`src/rtl/multi_timer.sv`:
```
// -----------------------------------------------------------------------------
// multi_timer
//   Bank of CHANNELS independent bus-mapped timers. Each channel has a private
//   prescaler that produces one count tick every TICK_LEN clocks while the
//   channel is enabled. On each tick the channel counter either advances or,
//   when it reaches LIM-1, wraps to 0 and raises a terminal event.
//
//   Per-channel register map (byte addresses, channel n):
//     BASE+16n+0  CNT   current count (read clears ready)
//     BASE+16n+4  LIM   period limit (0 means a full 2^BITS period)
//     BASE+16n+8  CTRL  [0] ready (RO), [2] overrun, [4] en, [5] oneshot,
//                       [8] ie; all other bits read 0
//
// Ports
//   clk        : single clock, rising-edge active
//   reset      : asynchronous active-low reset
//   we, re     : bus write / read strobes (a write masks a read)
//   memAddr    : bus byte address
//   dataBusIn  : write data
//   dataBusOut : combinational read data, zero when no decoded read
//   irq        : OR over channels of (ready & ie), combinational
// -----------------------------------------------------------------------------
module multi_timer #(
    parameter int BITS     = 32,
    parameter int BASE     = 32'h100,
    parameter int CHANNELS = 4,
    parameter int TICK_LEN = 1000
) (
    input  logic            clk,
    input  logic            reset,
    input  logic            we,
    input  logic            re,
    input  logic [BITS-1:0] memAddr,
    input  logic [BITS-1:0] dataBusIn,
    output logic [BITS-1:0] dataBusOut,
    output logic            irq
);

    // A single-cycle tick period still needs a one-bit prescaler register.
    localparam int            PW       = (TICK_LEN > 1) ? $clog2(TICK_LEN) : 1;
    localparam logic [PW-1:0] PRE_LAST = PW'(TICK_LEN - 1);

    logic [CHANNELS*BITS-1:0] rdFlat_s;
    logic [CHANNELS-1:0]      irqCh_s;

    for (genvar n = 0; n < CHANNELS; n++) begin : gCh
        localparam logic [BITS-1:0] ADDR_CNT  = BITS'(BASE + 32'd16 * n);
        localparam logic [BITS-1:0] ADDR_LIM  = BITS'(BASE + 32'd16 * n + 32'd4);
        localparam logic [BITS-1:0] ADDR_CTRL = BITS'(BASE + 32'd16 * n + 32'd8);

        logic [BITS-1:0] cnt_r;
        logic [BITS-1:0] lim_r;
        logic [PW-1:0]   pre_r;
        logic            ready_r;
        logic            overrun_r;
        logic            en_r;
        logic            oneshot_r;
        logic            ie_r;

        logic            cntWr_s;
        logic            limWr_s;
        logic            ctrlWr_s;
        logic            cntRd_s;
        logic            limRd_s;
        logic            ctrlRd_s;
        logic            tick_s;
        logic            term_s;
        logic [BITS-1:0] ctrlVal_s;
        logic [BITS-1:0] rdData_s;

        // Address decode, tick detection and terminal compare for this channel.
        always_comb begin
            cntWr_s  = we && (memAddr == ADDR_CNT);
            limWr_s  = we && (memAddr == ADDR_LIM);
            ctrlWr_s = we && (memAddr == ADDR_CTRL);
            cntRd_s  = re && !we && (memAddr == ADDR_CNT);
            limRd_s  = re && !we && (memAddr == ADDR_LIM);
            ctrlRd_s = re && !we && (memAddr == ADDR_CTRL);
            // A CNT write suppresses the tick of that cycle entirely.
            tick_s   = en_r && (pre_r == PRE_LAST) && !cntWr_s;
            // LIM-1 wraps naturally, so LIM=0 compares against all ones.
            term_s   = tick_s && (cnt_r == (lim_r - BITS'(1)));
        end

        // Prescaler and counter: a CNT write reloads the count and restarts
        // the prescaler; otherwise both advance only while enabled.
        always_ff @(posedge clk or negedge reset) begin
            if (!reset) begin
                cnt_r <= '0;
                pre_r <= '0;
            end else if (cntWr_s) begin
                cnt_r <= dataBusIn;
                pre_r <= '0;
            end else if (en_r) begin
                if (pre_r == PRE_LAST) begin
                    pre_r <= '0;
                end else begin
                    pre_r <= pre_r + PW'(1);
                end
                if (tick_s) begin
                    cnt_r <= term_s ? '0 : (cnt_r + BITS'(1));
                end else begin
                    cnt_r <= cnt_r;
                end
            end else begin
                cnt_r <= cnt_r;
                pre_r <= pre_r;
            end
        end

        // Limit register, plain software load.
        always_ff @(posedge clk or negedge reset) begin
            if (!reset) begin
                lim_r <= '0;
            end else if (limWr_s) begin
                lim_r <= dataBusIn;
            end else begin
                lim_r <= lim_r;
            end
        end

        // Control/status bits. Hardware events take priority over the
        // software clear paths that coincide with them.
        always_ff @(posedge clk or negedge reset) begin
            if (!reset) begin
                ready_r   <= 1'b0;
                overrun_r <= 1'b0;
                en_r      <= 1'b0;
                oneshot_r <= 1'b0;
                ie_r      <= 1'b0;
            end else begin
                if (term_s) begin
                    ready_r <= 1'b1;
                end else if (cntRd_s) begin
                    ready_r <= 1'b0;
                end else begin
                    ready_r <= ready_r;
                end

                // Overrun means a second terminal event before software
                // consumed the first one via a CNT read.
                if (term_s && ready_r) begin
                    overrun_r <= 1'b1;
                end else if (ctrlWr_s && !dataBusIn[2]) begin
                    overrun_r <= 1'b0;
                end else begin
                    overrun_r <= overrun_r;
                end

                if (term_s && oneshot_r) begin
                    en_r <= 1'b0;
                end else if (ctrlWr_s) begin
                    en_r <= dataBusIn[4];
                end else begin
                    en_r <= en_r;
                end

                if (ctrlWr_s) begin
                    oneshot_r <= dataBusIn[5];
                    ie_r      <= dataBusIn[8];
                end else begin
                    oneshot_r <= oneshot_r;
                    ie_r      <= ie_r;
                end
            end
        end

        // Read-data selection for this channel; zero unless addressed.
        always_comb begin
            ctrlVal_s    = '0;
            ctrlVal_s[0] = ready_r;
            ctrlVal_s[2] = overrun_r;
            ctrlVal_s[4] = en_r;
            ctrlVal_s[5] = oneshot_r;
            ctrlVal_s[8] = ie_r;
            if (cntRd_s) begin
                rdData_s = cnt_r;
            end else if (limRd_s) begin
                rdData_s = lim_r;
            end else if (ctrlRd_s) begin
                rdData_s = ctrlVal_s;
            end else begin
                rdData_s = '0;
            end
        end

        assign rdFlat_s[n*BITS +: BITS] = rdData_s;
        assign irqCh_s[n]               = ready_r && ie_r;
    end

    // Channel read data are mutually exclusive, so an OR merge is enough.
    always_comb begin
        dataBusOut = '0;
        for (int i = 0; i < CHANNELS; i++) begin
            dataBusOut = dataBusOut | rdFlat_s[i*BITS +: BITS];
        end
        irq = |irqCh_s;
    end

endmodule
```
`config.mk`:
```
export PLATFORM = sky130hd
export DESIGN_NAME = multi_timer
export DESIGN_NICKNAME = d
export VERILOG_FILES = /design/src/rtl/multi_timer.sv
export SDC_FILE = /design/constraint.sdc
export NUM_CORES = 1
export LEC_CHECK = 0
export ABC_AREA = 1
export CORE_AREA = 8 8 258 260
export DETAILED_ROUTE_END_ITERATION = 8
export DIE_AREA = 0 0 266 268
export GPL_TIMING_DRIVEN = 0
export MAX_ROUTING_LAYER = met4
export PLACE_DENSITY = 0.56
export SETUP_SLACK_MARGIN = 0.5
export SYNTH_ARGS = -nofsm -noshare
export SYNTH_HDL_FRONTEND = slang
export SYNTH_SLANG_ARGS = --single-unit
```
`constraint.sdc`:
```
create_clock -name clk -period 2.3 [get_ports clk]
set_clock_uncertainty 0.05 [all_clocks]
set_input_delay 0.23 -clock clk [delete_from_list [all_inputs] [get_ports clk]]
set_output_delay 0.23 -clock clk [all_outputs]
set_load 0.1 [all_outputs]
```
==> results of run 1 <==
[sequential cells by signal (all words and copies together), names as in the netlist]
name / flops
gCh.cnt_r: 128
gCh.lim_r: 128
gCh.pre_r: 40
gCh.en_r: 4
gCh.ie_r: 4
gCh.oneshot_r: 4
gCh.overrun_r: 4
gCh.ready_r: 4
[worst max path at each step]
stage | start | endpoint | slack [ps] | cells past startpoint
floorplan | memAddr[17] | dataBusOut[31] | -330 | 11
global placement | reset | gCh[1].lim_r[27] | -14190 | 1
detailed placement | memAddr[1] | dataBusOut[15] | -2870 | 12
CTS | gCh[2].lim_r[1] | gCh[2].cnt_r[18] | -320 | 16
global route | memAddr[5] | dataBusOut[11] | -470 | 14
finish | memAddr[5] | dataBusOut[11] | -460 | 14
[critical path: cells and delay by family]
kind / cells / cell delay (ps)
simple gates: 5 / 590
buf+inv: 8 / 1290
compound gates: 1 / 330
[per-stage QoR]
stage,instances,power [mW]
floorplan,3865,5.741
global placement,4810,6.122
detailed placement,4814,6.138
CTS,5024,12.81
global route,5120,13.08
finish,5122,12.78
[power breakdown]
group	total (mW)	internal (mW)	leakage (nW)	switching (mW)
Sequential	5.56	5.56	4.16	0.0000000952
Combinational	0.541	0.150	12.0	0.391
Clock	6.68	3.88	0.672	2.80
[cells in the final DEF (no fill, tap or decap), types with 13 or more instances in the layout]
master / n
nand3_2: 32
nand3b_1: 15
a31oi_2: 13
nor2_1: 330
o22ai_4: 18
o21ai_0: 220
nor3_1: 80
dfrtp_1: 277
clkbuf_2: 13
xor2_1: 90
nand2_1: 847
a21oi_1: 63
nand3_1: 195
nand2_2: 125
clkbuf_1: 47
nand4_1: 53
inv_1: 507
clkdlybuf4s50_1: 33
o22ai_1: 138
o22ai_2: 15
o21bai_1: 23
buf_6: 48
o21ai_1: 28
buf_12: 73
nor2_4: 103
dfrtp_2: 39
buf_4: 158
clkbuf_16: 68
nor2_2: 96
inv_2: 29
nand2_4: 64
buf_2: 26
nand3_4: 31
nor3_2: 21
nor3_4: 28
buf_8: 17
xnor2_1: 46
[cells by family (layout without fill, tap and decap cells)]
family          count (synthesis)  after routing  share of synthesized area
other cells                     0              2                          0
flops                         316            316                     0.3194
xor+xnor                      141            141                    0.05104
fa+ha+maj                      12             12                   0.006064
compound gates                640            640                     0.1552
simple gates                 2072           2072                     0.3587
buf+inv                       684           1093                     0.1096
[cell type report]
class	count	area (sq um)
inverter	564	2197
timing repair buffer	337	3945
fill	5935	26660
clock inverter	14	123.9
sequential	316	7956
tap	846	1059
clock buffer	58	1212
antenna	2	5.005
buffer	120	1189
multi-input combinational	2865	18040
[routing by layer]
| layer | vias to the layer above | track usage | wire length [um] |
|---|---|---|---|
| met5 | - | - | 0 |
| met4 | 0 | 0.1857 | 8713 |
| met3 | 330 | 0.03952 | 8630 |
| met2 | 1275 | 0.5542 | 59040 |
| met1 | 13830 | 0.4264 | 50020 |
| li1 | 13350 | - | - |
[timing repair]
| item | 4_1_cts | 5_1_grt |
|---|---|---|
| setup endpoints to repair | 341 | 330 |
| hold endpoints to repair | 113 | 56 |
| resized for setup | 1027 | 487 |
| buffers inserted | 128 | 80 |
| gates cloned | 10 | 13 |
| pin swaps | 126 | 128 |
==> flow_summary.yaml, run 1 <==
run_status:
  status: "finished, violations left"
  violations: "negative hold slack, negative setup slack"
place:
  io_buffers: 99
  place_worst_setup_slack_ps: -2872
  place_area_sq_mm: 0.02747
  hpwlAfterDp_um: 94810
  gp_congestion: 1.010
layout:
  layout.nets: 4326
  stdcell_area_sq_mm: 0.03573
  syn_to_final_growth_pct: 44.30
  final_layout_size_suffix_gt1_frac: 0.2777
  fin_util: 0.5727
synth:
  synth_largest_area_cell: "dfrtp_1"
  synth_common_cells: "nand2_1, inv_1, nor2_1"
  synth-seq-cells: 316
  netlist_area_sq_mm: 0.02476
  synth.most_common_cell: "nand2_1"
  synth_top_flop_cell: "dfrtp_1"
  synth_edf_count: 0
  postSynthAreaPerCell_sq_um: 6.406
  synth-seq-area-share: 0.3194
  synth_area_leaders: "dfrtp_1, nand2_1, inv_1"
  synth.top_cell.area_share: 0.3194
  postSynthCellCount: 3865
  postSynth.asyncResetShare: 1.000
  yosysWarnings: 0
  synth.distinct_cells: 55
  synth_fp_nets: 3945
detailed_routing:
  dr.pass1.iters: 6
  antenna_left: 0
  vias_per_cell: 5.620
  drt_iter0_markers: 3084
  vias: 28790
  routed_wirelength_um: 126400
  drc: 0
  drt-wirelength-per-cell_um: 24.68
critical_path:
  reg2reg_from: "gCh[3].lim_r[2]"
  crit_arrival_ps: 2480
  startpoint_type: "input pin"
  r2r_end: "gCh[3].cnt_r[11]"
  path_class: "in -> out"
  path_cells: "clkdlybuf4s15_2, inv_2, buf_4, nand3_1, inv_1, nand2_2, nor2_4, buf_4, nand2_4, clkbuf_8, clkbuf_16, a31oi_4, nand3_4, buf_12"
  r2r_cells: 13
  worst-path-max-fanout: 10
  crit_top_cell: "buf_4"
  rrSetupSlack_ps: -350
  slowest_delay_ps: 330
  cp-end-kind: "output pin"
  critPathSlowestCell: "a31oi_4"
  crit_required_ps: 2020
timing:
  tns_ps: -51550
  drv_slew: 0
  clock.fmax_mhz: 362.6
  fin_ws_ps: -458.2
  min_period_ps: 2758
  hold_viol_final: 97
  tightest_slew_ps: 1114
  hold_ws_ps: -484.5
  slew_headroom: 0.2575
  final-setup-viol-count: 172
  grt_setup_unrepaired: "yes"
  period_share: 1.199
floorplan:
  rows: 92
  die_h_um: 268
  coreArea_sq_mm: 0.06239
  ios: 101
  die_w_um: 266
  die_area_sq_mm: 0.07129
  initial_core_util: 0.3969
grt:
  grt_first_pass_wirelength_um: 177400
  grt-ovfl-total: 0
  grt_max_degree: 86
  grt_pass1_vias: 26660
  grt_usage: 0.3455
  antenna_found_initial: 3
clock_tree:
  clockBufferDepth: 3
  clkTransAtPathRegs_ps: 50
  cts_buffers: 42
  h-tree-depth: 2
  cts_tree: "built"
  cts.sinks: 316
  root_buffer: "clkbuf_16"
  clk_latency_ps: 590
worst_hold_path:
  min_path_type: "in -> async"
pwr:
  vdd_drop_max_mv: 0.5026
  power.density_mw_per_mm2: 357.8
  leakagePower_nw: 16.80
job:
  max-cap-violations: 0
No activity file was read; power rests on OpenSTA's default activity.
==> run 2, diff against run 1 <==
Settings changed: GPL_TIMING_DRIVEN 0 to default.
==> run 2 against run 1 <==
  * Clock power rose by 9.3%
  * Die area did not move
  * Core utilization increased by 5.5 points
  * The flow finishes with violations (negative setup slack)
  * First-iteration DRC count is 1.5% lower
  * Sequential cell count did not move
  * Hold slack improved by 640 ps
  * Routed wire length is 2.1% lower
  * Critical path depth is 1 higher
  * Sequential power about the same
  * Maximum frequency shrank 0.36%
  * Final area up 9.5%
  * Largest power group unchanged
==> flow_summary.yaml, run 2 (synthesized netlist as in run 1, its figures left out) <==
pwr:
  leakagePower_nw: 19.07
  total_power_mw: 13.38
  power.density_mw_per_mm2: 341.9
  vdd_drop_max_mv: 0.4061
layout:
  layout.nets: 4739
  multi_input_area_sq_mm: 0.01776
  reg_top3: "gCh.cnt_r x128, gCh.lim_r x128, gCh.pre_r x40"
  seq_area_sq_mm: 0.007915
  syn_to_final_growth_pct: 58.08
  diodes: 0
  final_common_cell: "nand2_1"
  fin_util: 0.6274
  final_layout_size_suffix_gt1_frac: 0.3475
  fill_cells: 5632
  final_cell_mix: "nand2_1, buf_4, inv_1"
floorplan:
  ios: 101
  die_h_um: 268
  die_w_um: 266
  rows: 92
  coreArea_sq_mm: 0.06239
  die_area_sq_mm: 0.07129
  initial_core_util: 0.3969
detailed_routing:
  antenna_left: 0
  vias: 30620
  drc: 0
  dr.pass1.iters: 6
  vias_per_cell: 5.533
  routed_wirelength_um: 123700
  drt-wirelength-per-cell_um: 22.36
  drt_iter0_markers: 3039
clock_tree:
  cts.sinks: 316
  cts_tree: "built"
  cts_buffers: 40
  root_buffer: "clkbuf_16"
  h-tree-depth: 2
  clk_latency_ps: 590
  clkTransAtPathRegs_ps: 60
  clockBufferDepth: 3
grt:
  grt_first_pass_wirelength_um: 173500
  grt-ovfl-total: 0
  grt_max_degree: 65
  antenna_found_initial: 1
  grt_pass1_vias: 28580
  grt_usage: 0.3295
critical_path:
  path_cells: "nor2_2, nand2_2, nor2_4, nand2_4, buf_4, nor2_2, xnor3_1, nor2_2, nand2_1, nor2_4, nand2_8, buf_12, buf_12, nand2_4, nand2_2"
  worst-path-max-fanout: 5
  r2r_cells: 15
  cp-end-kind: "flip-flop"
  r2r_end: "gCh[0].cnt_r[17]"
  slowest_delay_ps: 420
  rrSetupSlack_ps: -470
  critPathSlowestCell: "dfrtp_1"
  path_class: "reg -> reg"
  crit_required_ps: 2710
  crit_top_cell: "nor2_2"
  crit_arrival_ps: 3180
  startpoint_type: "flip-flop"
  reg2reg_from: "gCh[0].lim_r[5]"
timing:
  period_share: 1.204
  min_period_ps: 2768
  hold_viol_final: 0
  final-setup-viol-count: 172
  fin_ws_ps: -468.3
  slew_headroom: 0.5128
  grt_setup_unrepaired: "yes"
  hold_ws_ps: 154.5
  drv_slew: 0
  clock.fmax_mhz: 361.2
  tightest_slew_ps: 730.0
  tns_ps: -54230
place:
  gp_congestion: 1.019
  io_buffers: 100
  place_worst_setup_slack_ps: -644.7
  hpwlAfterDp_um: 88710
run_status:
  violations: "negative setup slack"
  status: "finished, violations left"
worst_hold_path:
  min_path_type: "in -> async"
job:
  max-cap-violations: 0
[run 2: report_power, final]
| part | leakage, nW | internal (mW) | switching (mW) | total, mW |
|---|---|---|---|---|
| logic | 14.1 | 0.154 | 0.369 | 0.524 |
| clock network | 0.722 | 4.56 | 2.74 | 7.30 |
| registers | 4.22 | 5.56 | 0.0000000755 | 5.56 |
[run 2: per-layer routing]
layer	track usage	part of all wire	routed length, um	vias to the layer above
li1	-	-	-	14170
met1	0.4230	0.40	49820	14530
met2	0.5195	0.45	55620	1515
met3	0.03906	0.081	10040	406
met4	0.1517	0.067	8244	0
met5	-	0	0	-
[run 2: repair_timing]
action,4_1_cts,5_1_grt
setup endpoints to repair,268,297
resized for setup,561,461
setup buffers,84,48
hold buffers,1,0
pin swaps,129,179
gates cloned,29,13
hold endpoints to repair,168,0
[run 2: final cells by class]
cell class | instances | share of cell area
clock buffers | 54 | 0.02976
inverters | 564 | 0.05521
multi-input cells | 2866 | 0.4538
clock inverters | 17 | 0.008311
well taps | 846 | 0.02704
flip-flops and latches | 316 | 0.2022
repair buffers | 871 | 0.2237
[run 2: worst max path at each step]
stage | slack [ps] | endpoint | from
global placement | -600 | dataBusOut[21] | memAddr[7]
CTS | -360 | gCh[1].cnt_r[19] | gCh[1].lim_r[1]
floorplan | -330 | dataBusOut[31] | memAddr[17]
detailed placement | -640 | dataBusOut[21] | memAddr[7]
finish | -470 | gCh[0].cnt_r[17] | gCh[0].lim_r[5]
global route | -520 | gCh[1].cnt_r[21] | gCh[1].lim_r[1]
[run 2: metrics by stage]
stage                     area (sq um)  cells
after floorplan                  25300   3865
after global placement           32010   5288
after detailed placement         32010   5288
after CTS                        36660   5473
after global routing             39140   5534
final                            39140   5534
[run 2: worst max-delay path: cells and delay by family (launching register included)]
family / cells / cell delay, ps
xor+xnor: 1 / 260
simple gates: 11 / 1480
buf+inv: 3 / 440
flops: 1 / 420
